`config.mk`:
```
export PLATFORM = sky130hd
export DESIGN_NAME = uart_rx_frame_ctrl
export DESIGN_NICKNAME = d
export VERILOG_FILES = /design/src/rtl/uart_rx_frame_ctrl.sv
export SDC_FILE = /design/constraint.sdc
export NUM_CORES = 1
export LEC_CHECK = 0
export ABC_AREA = 1
export BUFFER_PORTS_ARGS = -buffer_cell sky130_fd_sc_hd__buf_4
export CORE_MARGIN = 1.5
export CORE_UTILIZATION = 52
export CTS_CLUSTER_SIZE = 25
export DETAILED_ROUTE_END_ITERATION = 8
export PLACE_DENSITY = 0.84
export SYNTH_ARGS = -nofsm -noshare
export SYNTH_HDL_FRONTEND = slang
export SYNTH_SLANG_ARGS = --single-unit
```
`constraint.sdc`:
```
create_clock -name CLK -period 1.7 [get_ports CLK]
set_input_delay 0.085 -clock CLK [delete_from_list [all_inputs] [get_ports CLK]]
set_output_delay 0.085 -clock CLK [all_outputs]
set_load 0.01 [all_outputs]
```
`src/rtl/uart_rx_frame_ctrl.sv`:
```
// UART receive frame controller: sequences start/data/parity/stop around
// an external oversampling bit sampler and presents validated bytes.
module uart_rx_frame_ctrl #(
   parameter int DATA_WIDTH = 8
) (
   input  logic                  CLK,
   input  logic                  RST,
   input  logic                  RX_IN,
   input  logic [5:0]            Prescale,
   input  logic                  PAR_EN,
   input  logic                  PAR_TYP,
   input  logic                  sampled_bit,
   output logic                  dat_samp_en,
   output logic [5:0]            edge_cnt,
   output logic [DATA_WIDTH-1:0] P_DATA,
   output logic                  data_valid,
   output logic                  par_err,
   output logic                  stp_err,
   output logic                  strt_glitch
);

   typedef enum logic [2:0] {
      S_IDLE,
      S_START,
      S_DATA,
      S_PARITY,
      S_STOP
   } state_t;

   state_t                state_q, state_d;
   logic [5:0]            p_q, p_d;
   logic [5:0]            edge_q, edge_d;
   logic [3:0]            bit_cnt_q, bit_cnt_d;
   logic [DATA_WIDTH-1:0] shift_q, shift_d;
   logic [DATA_WIDTH-1:0] p_data_q, p_data_d;
   logic                  valid_q, valid_d;
   logic                  par_err_q, par_err_d;
   logic                  stp_err_q, stp_err_d;
   logic                  glitch_q, glitch_d;

   logic                  samp_pt;
   logic                  wrap;
   logic                  pres_ok;

   assign samp_pt = (edge_q == ((p_q >> 1) + 6'd1));
   assign wrap    = (edge_q == (p_q - 6'd1));
   assign pres_ok = (Prescale == 6'd8) ||
                    (Prescale == 6'd16) ||
                    (Prescale == 6'd32);

   // Next-state, counter, deserializer and flag logic
   always_comb begin
      state_d   = state_q;
      p_d       = p_q;
      edge_d    = 6'd0;
      bit_cnt_d = bit_cnt_q;
      shift_d   = shift_q;
      p_data_d  = p_data_q;
      valid_d   = 1'b0;
      par_err_d = par_err_q;
      stp_err_d = stp_err_q;
      glitch_d  = 1'b0;
      if (state_q != S_IDLE) begin
         edge_d = wrap ? 6'd0 : edge_q + 6'd1;
      end
      unique case (state_q)
         S_IDLE: begin
            if (!RX_IN) begin
               state_d   = S_START;
               p_d       = pres_ok ? Prescale : 6'd8;
               par_err_d = 1'b0;
               stp_err_d = 1'b0;
               bit_cnt_d = 4'd0;
            end
         end
         S_START: begin
            if (samp_pt && sampled_bit) begin
               glitch_d = 1'b1;
               state_d  = S_IDLE;
               edge_d   = 6'd0;
            end else if (wrap) begin
               state_d = S_DATA;
            end
         end
         S_DATA: begin
            if (samp_pt) begin
               shift_d = {sampled_bit, shift_q[DATA_WIDTH-1:1]};
            end
            if (wrap) begin
               bit_cnt_d = bit_cnt_q + 4'd1;
               if (bit_cnt_q == 4'(DATA_WIDTH - 1)) begin
                  state_d = PAR_EN ? S_PARITY : S_STOP;
               end
            end
         end
         S_PARITY: begin
            if (samp_pt) begin
               par_err_d = sampled_bit ^ (^shift_q) ^ PAR_TYP;
            end
            if (wrap) begin
               state_d = S_STOP;
            end
         end
         S_STOP: begin
            if (samp_pt) begin
               stp_err_d = ~sampled_bit;
               if (sampled_bit && !par_err_q) begin
                  p_data_d = shift_q;
                  valid_d  = 1'b1;
               end
               state_d = S_IDLE;
               edge_d  = 6'd0;
            end
         end
         default: begin
            state_d = S_IDLE;
         end
      endcase
   end

   // State and output registers
   always_ff @(posedge CLK or negedge RST) begin
      if (!RST) begin
         state_q   <= S_IDLE;
         p_q       <= 6'd0;
         edge_q    <= 6'd0;
         bit_cnt_q <= 4'd0;
         shift_q   <= '0;
         p_data_q  <= '0;
         valid_q   <= 1'b0;
         par_err_q <= 1'b0;
         stp_err_q <= 1'b0;
         glitch_q  <= 1'b0;
      end else begin
         state_q   <= state_d;
         p_q       <= p_d;
         edge_q    <= edge_d;
         bit_cnt_q <= bit_cnt_d;
         shift_q   <= shift_d;
         p_data_q  <= p_data_d;
         valid_q   <= valid_d;
         par_err_q <= par_err_d;
         stp_err_q <= stp_err_d;
         glitch_q  <= glitch_d;
      end
   end

   assign dat_samp_en = (state_q != S_IDLE);
   assign edge_cnt    = edge_q;
   assign P_DATA      = p_data_q;
   assign data_valid  = valid_q;
   assign par_err     = par_err_q;
   assign stp_err     = stp_err_q;
   assign strt_glitch = glitch_q;

endmodule

```
Yosys cells after proc, flatten, opt, wreduce, memory -nomap -nowiden
Index checks and enable logic that the tools add are counted.
{"block": "word_totals", "ff_bits": 39, "inputBits": 12, "out_inout_bits": 19, "wordCells": 81}
{"block": "op_classes", "addsub": 4, "n_eq_ne": 17, "n_mux": 28, "bitwise": 4, "n_reduce_logical": 18}
{"cell": "two-way mux 6 bit", "count": 5}
{"cell": "two-way mux 3 bit", "count": 8}
{"cell": "one-hot mux 3 bit (5 select lines)", "count": 1}
{"cell": "equality test 6 bit", "count": 2}
{"cell": "!= test 2 bit, second input constant", "count": 6}
{"cell": "one-hot mux 6 bit (2 select lines)", "count": 1}
{"cell": "AND reduction 3 bit", "count": 4}
{"cell": "two-way mux 1 bit", "count": 8}
{"cell": "two-way mux 4 bit", "count": 2}
{"cell": "one-hot mux 4 bit (2 select lines)", "count": 1}
{"cell": "XOR reduction 8 bit", "count": 1}
{"cell": "adder 5 x 1 -> 6 bit, second input constant", "count": 1}
{"cell": "adder 6 x 1 -> 6 bit, second input constant", "count": 1}
{"cell": "equality test 3 x 2 -> 1 bit, second input constant", "count": 2}
{"cell": "equality test 6 x 4 -> 1 bit, second input constant", "count": 1}
{"cell": "equality test 6 x 5 -> 1 bit, second input constant", "count": 1}
{"cell": "equality test 6 bit, second input constant", "count": 1}
{"cell": "AND reduction 6 bit", "count": 1}
{"cell": "nonzero test 2 bit", "count": 3}
{"cell": "subtractor 6 x 1 -> 6 bit, second input constant", "count": 1}
{"cell": "adder 4 x 1 -> 4 bit, second input constant", "count": 1}
{"cell": "equality test 4 x 3 -> 1 bit, second input constant", "count": 1}
{"cell": "one-hot mux 1 bit (2 select lines)", "count": 2}
{"cell": "AND reduction 2 bit", "count": 2}
{"cell": "10 further kinds", "count": 14}

Logic depth before layout (Yosys ltp)
Gate-level depths: netlist (run 1).
{"block": "logic_depth", "depth_word": 6, "ltp_mapped": 15, "mapped_depth_nobuf": 15}

Least setup slack after synthesis (run 1)
OpenSTA, ideal clock, no wires.
{"block": "synth_timing", "kind": "register -> register", "startpoint": "register p_q[1]", "endpoint": "register p_data_q[4], in the netlist P_DATA[4]", "setup_ps": 118, "arrival_ps": 1673, "t_required_ps": 1582, "setup_slack_ps": -91, "path_stages_with_launch": 15, "path_buffers": 1, "period_less_slack_ps": 1791, "path_cell_list": "dfrtp_1 > inv_1 > ha_1 > inv_1 > nand2_1 > nand2_1 > a21oi_1 > nand2_1 > nor2_2 > nand3_2 > inv_2 > nand2_4 > buf_6 > nand2_2 > o21ai_2"}
{"block": "synth_via", "elab_chain_cells": 3}
{"element": "start, declared", "line": "31", "rtl": "logic [5:0] p_q, p_d;"}
{"element": "start signal, assigned", "line": "136", "rtl": "p_q <= p_d;"}
{"element": "adder 5 x 1 -> 6 bit", "line": "45", "rtl": "assign samp_pt = (edge_q == ((p_q >> 1) + 6'd1));"}
{"element": "equality test 6 bit", "line": "45"}
{"element": "AND reduction 3 bit (no line)"}
{"element": "end signal, assigned", "line": "140", "rtl": "p_data_q <= p_data_d;"}
{"element": "end, declared", "line": "35", "rtl": "logic [DATA_WIDTH-1:0] p_data_q, p_data_d;"}
No other way between the ends.
A chain may end at the register's enable or synchronous reset.

Worst setup path after layout (run 1)
{"block": "layout_timing", "startpoint": "register p_q[1]", "endpoint": "register edge_q[0], in the netlist edge_cnt[0]"}
{"block": "layout_via", "elab_chain_cells": 6, "word_cells_on_any_way": 10, "classes_between": "2 x add/sub; 2 x eq/ne; 5 x mux; 1 x reduce/logical"}
{"element": "subtractor 6 x 1 -> 6 bit", "line": "46", "rtl": "assign wrap = (edge_q == (p_q - 6'd1));"}
{"element": "equality test 6 bit", "line": "46"}
{"element": "two-way mux 6 bit", "line": "64", "rtl": "edge_d = wrap ? 6'd0 : edge_q + 6'd1;"}
{"element": "two-way mux 6 bit", "line": "63", "rtl": "if (state_q != S_IDLE) begin"}
{"element": "two-way mux 6 bit, on equally long branches", "line": "105, 77"}
{"element": "one-hot mux 6 bit (2 select lines) (*)", "line": "66", "rtl": "unique case (state_q)"}
{"element": "via edge_d[0]", "line": "32", "rtl": "logic [5:0] edge_q, edge_d;"}
{"element": "end signal, assigned", "line": "137", "rtl": "edge_q <= edge_d;"}
{"element": "end, declared", "line": "32"}
The timed path passes the listed nets; every way through them passes the cells marked *.

==> flow_summary.json, run 1 <==
{
  "coreArea_um2": 4350,
  "final_util_pct": 68.6,
  "fill_cells": 344,
  "nNetsFinal": 371,
  "total_power_mw": 3.74,
  "ant_nets": 0,
  "layout_common_cells": "nand2_1, buf_4, inv_1, dfrtp_1, nor2_1",
  "grt_pass1_wl_um": 8560,
  "start_util_pct": 53.7,
  "reg2reg_to": "edge_cnt[0]$_DFF_PN0_",
  "ff2ff_setup_slack_ns": -0.15,
  "setup-violations-final": 33,
  "synth_edf_count": 0,
  "run_status": "complete, but fails checks",
  "h-tree-depth": 2,
  "io_buffers": 30,
  "syn_area_per_cell_um2": 7.79,
  "reg2reg_depth": 13,
  "grt_use_total_pct": 22.0,
  "dpl.hpwl_um": 3690,
  "tightestPinTransition_ns": 0.892,
  "cts_buffer_depth": 2,
  "dr_total_vias": 2043,
  "maxCapViolCount": 0,
  "synth_top_area_share_pct": 41.8,
  "rr_startpoint": "p_q[1]$_DFFE_PN0P_",
  "fin_skew_ns": 0.00550,
  "p_per_area_nw_per_um2": 1250,
  "path_clk_slew_ns": 0.08,
  "cts_tree": "built",
  "fin_tns_setup_ns": -2.95,
  "n_antenna_cell": 0,
  "postLayoutCellArea_um2": 2990,
  "dpl_cell_area_um2": 2720,
  "period_needed_ns": 1.85,
  "cts.sinks": 39,
  "violations": "negative setup slack",
  "start_kind": "register",
  "wl_per_cell_um": 12.6,
  "max-vdd-ir-drop_mv": 0.755,
  "final_cells": 407,
  "firstDrtPassIters": 4,
  "dp_cells": 393,
  "area_growth_pct": 27.8,
  "setup_ws_ns": -0.151,
  "grt_pass1_vias": 1974,
  "route.detailed.drc": 0,
  "grt-ovfl-total": 0,
  "num_io_pins": 31,
  "ys_async_sr_fraction_pct": 100,
  "final_hold_viol_count": 0,
  "maxSlewHeadroom_pct": 40.1,
  "ys.flop_type": "dfrtp_1",
  "ys_top_cells_by_area": "dfrtp_1, nand2_1, inv_1",
  "viasPerCell": 5.02,
  "synth_cells": 300,
  "synth.ff_latch_count": 39,
  "period_share_pct": 109,
  "worstPathArrival_ns": 2.03,
  "synthesis.area_um2": 2340,
  "fp.dieArea_um2": 4910,
  "synthesis.nets": 317,
  "grt_max_degree": 40,
  "max_freq_ghz": 0.540,
  "rsz0062_at_grt": "true",
  "power.leakage_nw": 1.55,
  "gp_congestion": 0.886,
  "die_h_um": 70.0,
  "wirelength_um": 5140,
  "synth_area_leader_cell": "dfrtp_1",
  "die_w_um": 70.0,
  "antenna_found_initial": 0,
  "crit_path_end": "edge_cnt[0]$_DFF_PN0_",
  "startpoint": "p_q[1]$_DFFE_PN0P_",
  "fp-row-count": 24,
  "endpoint_kind": "register",
  "cts_buffers": 5,
  "ctsRootBufferMaster": "clkbuf_8",
  "yosys_warnings": 0,
  "worstHoldPathType": "input pin to register",
  "yosysUniqueCellTypes": 25,
  "ys_seq_area_share_pct": 41.8,
  "crit_fanout": 6,
  "drive_gt1_share_pct": 35.8,
  "dr.first_iter.drc_count": 116,
  "criticalPathCategory": "register to register",
  "final_common_cell": "nand2_1",
  "clk_latency_ns": 0.30,
  "required_ns": 1.88,
  "final_max_slew_viol_count": 0
}
==> final cells by class <==
| class | instances | area (um^2) | share of cell area [%] |
|---|---|---|---|
| well taps | 52 | 65.1 | 2.18 |
| clock inverters | 2 | 38.8 | 1.30 |
| repair buffers | 50 | 382 | 12.8 |
| inverters | 53 | 201 | 6.74 |
| clock buffers | 6 | 82.6 | 2.76 |
| flip-flops and latches | 39 | 977 | 32.7 |
| multi-input cells | 205 | 1240 | 41.5 |
==> sequential cells by signal (all words and copies together) (netlist names) <==
register	flops
par_err	1
bit_cnt_q	4
state_q	3
P_DATA	8
data_valid	1
p_q	6
shift_q	8
strt_glitch	1
edge_cnt	6
stp_err	1
==> stage by stage <==
step,hold WS [ns],setup slack [ns]
6_report,0.0502,-0.151
5_1_grt,0.0475,-0.281
4_1_cts,0.0470,-0.152
3_5_place_dp,0.0904,-0.187
3_3_place_gp,0.0843,-0.120
2_1_floorplan,-0.211,-0.0763
==> routing by layer <==
layer / vias to the layer above / wire (um) / GRT usage [%]
met3: 13 / 208 / 6.06
met2: 35 / 2580 / 37.8
met4: 0 / 91 / 7.05
li1: 1029 / - / -
met5: - / 0 / 0
met1: 966 / 2250 / 26.7
==> report_power, final <==
part / leakage (nW) / internal (mW) / switching, mW / total, mW
logic: 0.971 / 0.669 / 0.969 / 1.64
clock network: 0.0618 / 0.483 / 0.356 / 0.838
registers: 0.520 / 1.08 / 0.181 / 1.26
total: 1.55 / 2.24 / 1.51 / 3.74
==> Yosys cell counts, types with 6 or more instances <==
cell,number
a21oi_1,8
dfrtp_1,39
inv_1,46
inv_2,7
nand2_1,85
nand2_2,8
nand3_1,13
nor2_1,25
o21ai_0,6
o21ai_2,16
xnor2_1,8
xor2_1,8
==> repair_timing <==
action	in CTS	in global routing
gates cloned	0	1
setup endpoints to repair	33	34
resized for setup	20	10
buffers inserted	3	1
endpoints found under the hold margin	39	0
pin swaps	9	4
hold buffers	1	0
==> worst max-delay path, stage by stage, from the launching register on <==
cell     delay [ns]
dfrtp_1        0.39
inv_2          0.08
ha_4           0.28
inv_2          0.03
nand2_2        0.05
nand2_2        0.06
a21oi_2        0.10
nand2_1        0.07
nor2_2         0.13
nand3_2        0.13
inv_4          0.13
nand2_4        0.08
nand4_4        0.15
nor2_1         0.06
==> kinds of logic (layout without fill, tap and decap cells) <==
kind of cell	count (synthesis)	count (layout)	synth area share, %
AOI/OAI and AO/OA	34	34	10.2
xor gates and xnor gates	16	16	6.00
adders and majority gates	5	5	2.68
buffers and inverters	57	111	10.2
DFF	39	39	41.8
and+or+nand+nor	149	150	29.2
==> how the worst min path moves through the flow <==
| stage | cells past startpoint | start | slack [ns] | endpoint |
|---|---|---|---|---|
| floorplan | 0 | RST | -0.21 | P_DATA[0]$_DFFE_PN0P_ |
| global placement | 1 | RST | 0.08 | P_DATA[0]$_DFFE_PN0P_ |
| detailed placement | 1 | RST | 0.09 | P_DATA[0]$_DFFE_PN0P_ |
| CTS | 3 | Prescale[4] | 0.05 | p_q[4]$_DFFE_PN0P_ |
| global route | 3 | Prescale[4] | 0.05 | p_q[4]$_DFFE_PN0P_ |
| finish | 3 | Prescale[4] | 0.05 | p_q[4]$_DFFE_PN0P_ |
(Power assumes the default switching activity.)
==> run 2, diff against run 1 <==
Settings changed: SETUP_SLACK_MARGIN set to 0.15.
==> flow_summary.json, run 2 (synthesized netlist as in run 1, its figures left out) <==
{
  "run_status": "complete, but fails checks",
  "violations": "negative setup slack",
  "cts_buffers": 5,
  "swShare_pct": 41.8,
  "ant_nets": 0,
  "place_ws_ns": -0.213,
  "p_per_area_nw_per_um2": 1240,
  "final_max_slew_viol_count": 0,
  "p_sw_mw": 1.60,
  "crit_fanout": 4,
  "seq_power_share_pct": 33.6,
  "n_antenna_cell": 0,
  "fp-row-count": 24,
  "wl_per_cell_um": 13.6,
  "hp-start": "Prescale[3]",
  "cts.sinks": 39,
  "max_stage_delay_ns": 0.39,
  "fp.dieArea_um2": 4910,
  "drive_gt1_share_pct": 39.7,
  "route.detailed.drc": 0,
  "fin_skew_ns": 0.00412,
  "clk_latency_ns": 0.30,
  "grt_pass1_wl_um": 8710,
  "grt_pass1_vias": 1948,
  "tightestPinTransition_ns": 0.708,
  "io_buffers": 30,
  "rsz0062_at_grt": "true",
  "cts_buffer_depth": 2,
  "dpl_cell_area_um2": 2690,
  "maxCapViolCount": 0,
  "dp_cells": 389,
  "power_frac_comb_pct": 45.3,
  "path_clk_slew_ns": 0.08,
  "firstDrtPassIters": 4,
  "multi_input_area_um2": 1360,
  "postLayoutCellArea_um2": 3090,
  "num_io_pins": 31,
  "period_needed_ns": 1.97,
  "total_power_mw": 3.84,
  "start_util_pct": 53.7,
  "worst_path_max_delay_cell": "dfrtp_1",
  "final_cells": 405,
  "final_hold_viol_count": 0,
  "start_kind": "register",
  "die_h_um": 70.0,
  "viasPerCell": 5.17,
  "setup-violations-final": 33,
  "final_common_cell": "nand2_1",
  "max_freq_ghz": 0.508,
  "antenna_found_initial": 0,
  "cp_common_cell": "nand2_2",
  "power.internal_mw": 2.23,
  "wirelength_um": 5520,
  "endpoint_kind": "register",
  "dpl.hpwl_um": 3620,
  "seq_area_um2": 976,
  "rr_startpoint": "p_q[1]$_DFFE_PN0P_",
  "period_share_pct": 116,
  "area_growth_pct": 32.3,
  "layout_common_cells": "nand2_1, buf_4, inv_1, dfrtp_1, nand2_2",
  "fill_cells": 317,
  "maxSlewHeadroom_pct": 52.5,
  "criticalPathCategory": "register to register",
  "grt_use_total_pct": 22.6,
  "max-vdd-ir-drop_mv": 0.779,
  "nNetsFinal": 369,
  "startpoint": "p_q[1]$_DFFE_PN0P_",
  "cp_cell_sequence": "inv_2 -> ha_4 -> inv_2 -> nand2_2 -> nand2_2 -> a21oi_2 -> nand2_1 -> nor2_2 -> nand3_2 -> nand2_2 -> nand2_2 -> nand2_4 -> nand2_2 -> nand2_1 -> nand2_1",
  "setup_ws_ns": -0.270,
  "required_ns": 1.89,
  "die_w_um": 70.0,
  "worstHoldPathType": "input pin to register",
  "gp_congestion": 0.936,
  "coreArea_um2": 4350,
  "dr.first_iter.drc_count": 110,
  "cts_tree": "built",
  "power.leakage_nw": 1.55,
  "worstPathArrival_ns": 2.16,
  "grt-ovfl-total": 0,
  "h-tree-depth": 2,
  "clkPwrFrac_pct": 21.1,
  "grt_max_degree": 40,
  "dr_total_vias": 2095,
  "ctsRootBufferMaster": "clkbuf_8"
}
## run 2: path summary, 6_finish.rpt
path                                     endpoint  slack, ns  cells after the start
max                        state_q[1]$_DFFE_PN0P_      -0.27                     15
min                            p_q[3]$_DFFE_PN0P_       0.05                      3
max reg2reg                state_q[1]$_DFFE_PN0P_      -0.27                     15
min reg2reg                 P_DATA[7]$_DFFE_PN0P_       0.50                      2
max in group asynchronous  state_q[1]$_DFFE_PN0P_       1.05                      2
min in group asynchronous   P_DATA[2]$_DFFE_PN0P_       0.30                      2
## run 2: area by class of cell
type | instances | area share, %
repair buffers | 47 | 11.7
inverters | 53 | 6.84
flip-flops and latches | 39 | 31.6
clock buffers | 6 | 2.67
clock inverters | 2 | 1.13
well taps | 52 | 2.10
multi-input cells | 206 | 43.9
## run 2: layer usage
layer / vias up / share of wire, % / global-route usage (%)
li1: 1033 / - / -
met1: 998 / 42 / 28.6
met2: 55 / 52 / 38.6
met3: 9 / 5.3 / 5.48
met4: 0 / 1.2 / 6.41
met5: - / 0 / 0
## run 2: what timing repair did
action                                 in CTS  in global routing
pin swaps                                  12                 15
endpoints found under the hold margin      39                  0
hold buffers                                1                  0
setup endpoints to repair                  34                 35
setup buffers                               2                  3
gates cloned                                1                  1
resized for setup                          25                 38
## run 2: metrics by stage
step | hold slack [ns] | utilization (%) | TNS [ns]
after floorplan | -0.211 | - | -0.884
after global placement | 0.0860 | 61.8 | -1.58
after detailed placement | 0.0843 | 61.8 | -4.15
after CTS | 0.0461 | 67.2 | -4.12
after global routing | 0.0438 | 71.0 | -11.12
final | 0.0482 | 71.0 | -6.70
## run 2: power by group through the flow
stage                     combinational, mW  clock [mW]  sequential (mW)
after detailed placement               1.41           0             1.30
after global placement                 1.37           0             1.29
after global routing                   1.90       0.868             1.31
after CTS                              1.53       0.826             1.28
final                                  1.74       0.809             1.29
after floorplan                       0.987           0             1.28
## run 2: critical path: cells and delay by family, from the launching register on
kind | cells | cell delay, ns
buffers and inverters | 2 | 0.12
adders and majority gates | 1 | 0.28
DFF | 1 | 0.39
AOI/OAI and AO/OA | 1 | 0.12
and+or+nand+nor | 11 | 0.94
